[src/rtl/mul_seq_pkg.sv]
// Shared definitions for the iterative shift-add multiplier: FSM state
// encodings, operand-signedness encodings and iteration counts.
package mul_seq_pkg;

  typedef enum logic [2:0] {
    MUL_IDLE   = 3'd0,
    MUL_ABS_A  = 3'd1,
    MUL_ABS_B  = 3'd2,
    MUL_CALC   = 3'd3,
    MUL_NEG_LO = 3'd4,
    MUL_NEG_HI = 3'd5,
    MUL_DONE   = 3'd6
  } mul_state_e;

  // op_sign encodings: [1] multiplicand signed, [0] multiplier signed.
  localparam logic [1:0] MUL_SIGN_UU = 2'b00;  // MULHU
  localparam logic [1:0] MUL_SIGN_SS = 2'b11;  // MULH
  localparam logic [1:0] MUL_SIGN_SU = 2'b10;  // MULHSU

  // Number of shift-add iterations for full-width and word operations.
  localparam int MUL_ITER_64 = 64;
  localparam int MUL_ITER_32 = 32;

  // Sign-extend a 32-bit word result to 64 bits.
  function automatic logic [63:0] sext32(input logic [31:0] w);
    return {{32{w[31]}}, w};
  endfunction

endpackage

[src/rtl/mul_seq_add.sv]
// Team 64-bit ripple-carry adder. With alu_32 set the sum is reduced to
// its low word and sign-extended; the carry out always comes from bit 63.
module ysyx_2022040010_add (
  input  logic [63:0] in_a,
  input  logic [63:0] in_b,
  input  logic        in_c,
  input  logic        alu_32,
  output logic [63:0] out_s,
  output logic        out_c
);

  logic [63:0] prop;
  logic [63:0] gen;
  logic [63:0] sum;

  // Per-bit propagate/generate terms.
  generate
    for (genvar gi = 0; gi < 64; gi++) begin : g_pg
      assign prop[gi] = in_a[gi] ^ in_b[gi];
      assign gen[gi]  = in_a[gi] & in_b[gi];
    end
  endgenerate

  // Ripple the carry from bit 0 upwards.
  always_comb begin
    logic c;
    c   = in_c;
    sum = '0;
    for (int i = 0; i < 64; i++) begin
      sum[i] = prop[i] ^ c;
      c      = gen[i] | (prop[i] & c);
    end
    out_c = c;
  end

  // Optional word-mode result.
  always_comb begin
    out_s = alu_32 ? {{32{sum[31]}}, sum[31:0]} : sum;
  end

endmodule

[src/rtl/mul_seq.sv]
// Iterative radix-2 shift-add multiplier. Signed high-half products are
// computed on magnitudes (ABS_A/ABS_B) and the 128-bit product is negated
// afterwards (NEG_LO/NEG_HI). One shared ripple adder does all arithmetic.
module mul_seq
  import mul_seq_pkg::*;
#(
  parameter int XLEN  = 64,
  parameter int CNT_W = 7
) (
  input  logic            clk,
  input  logic            rst,
  input  logic            flush,
  input  logic            in_valid,
  output logic            in_ready,
  input  logic            op_w,
  input  logic            op_hi,
  input  logic [1:0]      op_sign,
  input  logic [XLEN-1:0] src_a,
  input  logic [XLEN-1:0] src_b,
  output logic            out_valid,
  input  logic            out_ready,
  output logic [XLEN-1:0] result
);

  mul_state_e       state_reg;
  logic [XLEN-1:0]  a_reg;
  logic [XLEN-1:0]  hi_reg;
  logic [XLEN-1:0]  lo_reg;
  logic [CNT_W-1:0] cnt_reg;
  logic             neg_reg;
  logic             abs_reg;
  logic             carry_reg;
  logic             op_w_reg;
  logic             op_hi_reg;
  logic [1:0]       op_sign_reg;
  logic             out_valid_reg;
  logic [XLEN-1:0]  result_reg;

  logic [XLEN-1:0]  add_a;
  logic [XLEN-1:0]  add_b;
  logic             add_c;
  logic [XLEN-1:0]  add_s;
  logic             add_co;
  logic             take_abs;
  logic [XLEN-1:0]  sel_result;

  assign in_ready  = (state_reg == MUL_IDLE);
  assign out_valid = out_valid_reg;
  assign result    = result_reg;

  // Only signed high-half full-width products need the magnitude path;
  // low halves are identical for any signedness.
  assign take_abs = op_hi & ~op_w & (op_sign != MUL_SIGN_UU);

  // Word results live in lo[63:32] after 32 iterations.
  assign sel_result = op_w_reg  ? sext32(lo_reg[63:32]) :
                      op_hi_reg ? hi_reg : lo_reg;

  // Adder operand steering; held at zero when idle or done.
  always_comb begin
    add_a = '0;
    add_b = '0;
    add_c = 1'b0;
    case (state_reg)
      MUL_ABS_A: begin
        add_a = ~a_reg;
        add_c = 1'b1;
      end
      MUL_ABS_B: begin
        add_a = ~lo_reg;
        add_c = 1'b1;
      end
      MUL_CALC: begin
        add_a = hi_reg;
        add_b = lo_reg[0] ? a_reg : '0;
      end
      MUL_NEG_LO: begin
        add_a = ~lo_reg;
        add_c = 1'b1;
      end
      MUL_NEG_HI: begin
        add_a = ~hi_reg;
        add_c = carry_reg;
      end
      default: ;
    endcase
  end

  ysyx_2022040010_add u_add (
    .in_a   (add_a),
    .in_b   (add_b),
    .in_c   (add_c),
    .alu_32 (1'b0),
    .out_s  (add_s),
    .out_c  (add_co)
  );

  // Sequencer FSM with datapath registers and registered outputs.
  always_ff @(posedge clk) begin
    if (rst) begin
      state_reg     <= MUL_IDLE;
      a_reg         <= '0;
      hi_reg        <= '0;
      lo_reg        <= '0;
      cnt_reg       <= '0;
      neg_reg       <= 1'b0;
      abs_reg       <= 1'b0;
      carry_reg     <= 1'b0;
      op_w_reg      <= 1'b0;
      op_hi_reg     <= 1'b0;
      op_sign_reg   <= '0;
      out_valid_reg <= 1'b0;
      result_reg    <= '0;
    end else if (flush) begin
      // Abort; the stale result register is left as is.
      state_reg     <= MUL_IDLE;
      out_valid_reg <= 1'b0;
    end else begin
      case (state_reg)
        MUL_IDLE: begin
          if (in_valid) begin
            op_w_reg    <= op_w;
            op_hi_reg   <= op_hi;
            op_sign_reg <= op_sign;
            neg_reg     <= (src_a[XLEN-1] & op_sign[1]) ^ (src_b[XLEN-1] & op_sign[0]);
            abs_reg     <= take_abs;
            hi_reg      <= '0;
            if (op_w) begin
              a_reg   <= {32'b0, src_a[31:0]};
              lo_reg  <= {32'b0, src_b[31:0]};
              cnt_reg <= CNT_W'(MUL_ITER_32);
            end else begin
              a_reg   <= src_a;
              lo_reg  <= src_b;
              cnt_reg <= CNT_W'(MUL_ITER_64);
            end
            state_reg <= take_abs ? MUL_ABS_A : MUL_CALC;
          end
        end
        MUL_ABS_A: begin
          if (a_reg[XLEN-1] & op_sign_reg[1]) a_reg <= add_s;
          state_reg <= MUL_ABS_B;
        end
        MUL_ABS_B: begin
          if (lo_reg[XLEN-1] & op_sign_reg[0]) lo_reg <= add_s;
          state_reg <= MUL_CALC;
        end
        MUL_CALC: begin
          hi_reg  <= {add_co, add_s[XLEN-1:1]};
          lo_reg  <= {add_s[0], lo_reg[XLEN-1:1]};
          cnt_reg <= cnt_reg - CNT_W'(1);
          if (cnt_reg == CNT_W'(1)) state_reg <= abs_reg ? MUL_NEG_LO : MUL_DONE;
        end
        MUL_NEG_LO: begin
          if (neg_reg) begin
            lo_reg    <= add_s;
            carry_reg <= add_co;
          end
          state_reg <= MUL_NEG_HI;
        end
        MUL_NEG_HI: begin
          if (neg_reg) hi_reg <= add_s;
          state_reg <= MUL_DONE;
        end
        MUL_DONE: begin
          // First cycle captures the result; it is then held until taken.
          if (!out_valid_reg) begin
            result_reg    <= sel_result;
            out_valid_reg <= 1'b1;
          end else if (out_ready) begin
            out_valid_reg <= 1'b0;
            state_reg     <= MUL_IDLE;
          end
        end
        default: state_reg <= MUL_IDLE;
      endcase
    end
  end

endmodule

[config.mk]
export PLATFORM = sky130hd
export DESIGN_NAME = mul_seq
export DESIGN_NICKNAME = d
export VERILOG_FILES = /design/src/rtl/mul_seq_pkg.sv /design/src/rtl/mul_seq_add.sv /design/src/rtl/mul_seq.sv
export SDC_FILE = /design/constraint.sdc
export NUM_CORES = 1
export LEC_CHECK = 0
export CAP_MARGIN = 20
export CORE_MARGIN = 4
export CORE_UTILIZATION = 30
export CTS_CLUSTER_SIZE = 24
export DETAILED_ROUTE_END_ITERATION = 8
export SYNTH_ARGS = -nofsm -noshare
export SYNTH_HDL_FRONTEND = slang
export SYNTH_SLANG_ARGS = --single-unit
[constraint.sdc]
create_clock -name clk -period 53.4 [get_ports clk]
set_input_delay 10.68 -clock clk [delete_from_list [all_inputs] [get_ports clk]]
set_output_delay 10.68 -clock clk [all_outputs]
set_load 0.02 [all_outputs]
==> metrics.yaml <==
status: "finished, final reports clean"
ys.flop_type: "dfxtp_1"
finalWorstSetupSlack_ns: 20.92
final_core_utilization: 0.3588
final-seq-area_um2: 5502
crit_family: "adder cells"
start_kind: "flop"
vdd_drop_max_v: 0.00001798
cts_root_buf: "clkbuf_16"
setup_viol: 0
h-tree-depth: 2
crit_buf_inv: 1
hold_path.class: "flop to flop"
fin_nets: 2645
synthCells: 2443
grt_pass1_wl_um: 116600
layout-drive-gt1-share: 0.07143
stdcell_area_um2: 22630
cp_common_cell: "fa_1"
synth-seq-cells: 274
synth_edf_count: 0
max_freq_mhz: 30.79
first_pass_iters: 6
synth_top_area_share: 0.2874
ys_types: 56
avgSynthCellArea_um2: 7.812
required_ns: 53.87
synthArstFlopShare: 0
hpwl_um: 49980
mappedNetlistArea_um2: 19080
vias: 19634
slew_headroom: 0.2266
numCtsBuffers: 35
p_leak_nw: 7.460
powerDensity_nw_per_um2: 26.49
post-place-ws_ns: 21.00
initial_utilization: 0.3025
cts.sinks: 274
critPathCaptureType: "flop"
drv_slew: 0
yosysTopAreaCell: "dfxtp_1"
grt_pass1_vias: 18674
synth_warnings: 0
antenna_found_initial: 1
reg2reg_slack_ns: 20.92
dieArea_um2: 67710
tns_ns: 0
arrival_ns: 32.95
multi_input_area_um2: 12220
place_area_um2: 21390
grt_max_degree: 162
crit_fanout: 70
slowest_stage: "buf_4"
drcViolationCount: 0
clk_latency_ns: 0.55
finalWorstPathRequiredPeriod_ns: 32.48
final_common_cell: "nor2_1"
path_class: "flop to flop"
hold_ws_ns: 0.4519
die_h_um: 260.2
syn_nets: 2646
critPathMaxStageDelay_ns: 0.73
gp_congestion: 0.8940
yosys-top-cells-area: "dfxtp_1, fa_1, nor2_1"
worstReg2RegStart: "state_reg[2]"
num-fill-cells: 6566
drt_iter0_drc: 2178
totalWireLength_um: 76530
min_period_over_period: 0.6083
grt-ovfl-total: 0
avgViaCountPerCell: 5.932
final_cell_mix: "nor2_1, dfxtp_1, clkdlybuf4s50_1"
hp-start: "result[33]"
rows: 92
ant_nets: 0
skew_ns: 0.01825
wl_per_cell_um: 23.12
syn_to_final_growth_pct: 18.60
rsz0062_at_grt: "no"
path_clk_slew_ns: 0.06
worst_pin_slew_ns: 1.160
die-width_um: 260.2
coreArea_um2: 63080
antenna_cells: 0
yosysSeqAreaShare: 0.2874
cts-resized-gates: 0
clockBufferDepth: 3
cts_setup_buffers: 0
grt_usage: 0.2167
hold_buffers: 0
maxCapViolCount: 0
cts_tree: "done"
port_buffers: 202
startpoint: "state_reg[2]"
ios: 203
hold_viol_final: 0
==> worst paths after layout <==
kind | endpoint | cells after the start
min | result[33] | 2
max | hi_reg[62] | 72
min reg2reg | result[33] | 2
max reg2reg | hi_reg[62] | 72
==> cells by family (layout without fill, tap and decap cells) <==
| logic type | count (synthesis) | after routing | synth area share |
|---|---|---|---|
| AOI/OAI and AO/OA | 867 | 867 | 0.3255 |
| xor gates and xnor gates | 5 | 5 | 0.002689 |
| adders and majority gates | 66 | 66 | 0.06845 |
| buffers and inverters | 356 | 377 | 0.07579 |
| DFF | 274 | 274 | 0.2874 |
| muxes | 96 | 96 | 0.05035 |
| and+or+nand+nor | 779 | 779 | 0.1898 |
==> worst reg2reg max path: cells and delay by family (launching register included) <==
kind / cells / cell delay [ns]
adder cells (fa/ha/maj): 64 / 30.06
flip-flops: 1 / 0.64
AND/OR/NAND/NOR: 2 / 0.16
buffers and inverters: 1 / 0.76
AO/OA/AOI/OAI: 5 / 0.83
==> where the power goes <==
part	internal, W	leakage, nW	switching [W]	total, W
registers	0.000215	2.24	0.0000139	0.000229
logic	0.0000449	4.63	0.0000725	0.000117
clock network	0.000156	0.590	0.0000971	0.000253
==> cell type report <==
class / instances / area share
clock buffer: 52 / 0.04693
inverter: 76 / 0.01260
clock inverter: 7 / 0.005970
multi-input combinational: 1813 / 0.5397
timing repair buffer: 242 / 0.1049
sequential: 274 / 0.2431
tap: 846 / 0.04677
==> metrics by stage <==
stage,power (W),std cells
2_1_floorplan,0.0003054,2443
6_report,0.0005995,3310
4_1_cts,0.0006022,3308
3_3_place_gp,0.0003449,3249
5_1_grt,0.0006234,3310
3_5_place_dp,0.0003474,3249
==> cells in the mapped netlist, drive strengths merged (2+ instances only) <==
cell type / number
nor2: 302
dfxtp: 274
clkbuf: 211
o21ai: 196
a21oi: 174
nand2: 174
a211oi: 125
nand3: 100
a221oi: 98
mux2i: 96
inv: 74
nand2b: 71
buf: 69
o211ai: 66
and3: 65
a311oi: 64
fa: 64
o31ai: 57
nor3b: 33
o221ai: 33
a22oi: 26
nor3: 10
nor2b: 8
a32oi: 7
o22ai: 6
and2: 3
and3b: 3
o2111ai: 3
or2: 3
xor2: 3
a2111oi: 2
a21o: 2
clkinv: 2
ha: 2
nor4: 2
o22a: 2
o32ai: 2
or4: 2
xnor2: 2
==> layer usage <==
layer | share of wire | vias to the layer above | global-route usage
li1 | - | 8969 | -
met3 | 0.098 | 153 | 0.05356
met4 | 0.044 | 2 | 0.08886
met1 | 0.44 | 9433 | 0.3084
met5 | 0.00017 | - | 0
met2 | 0.42 | 1077 | 0.3116
Note: power is estimated with default switching activity, not from simulation.
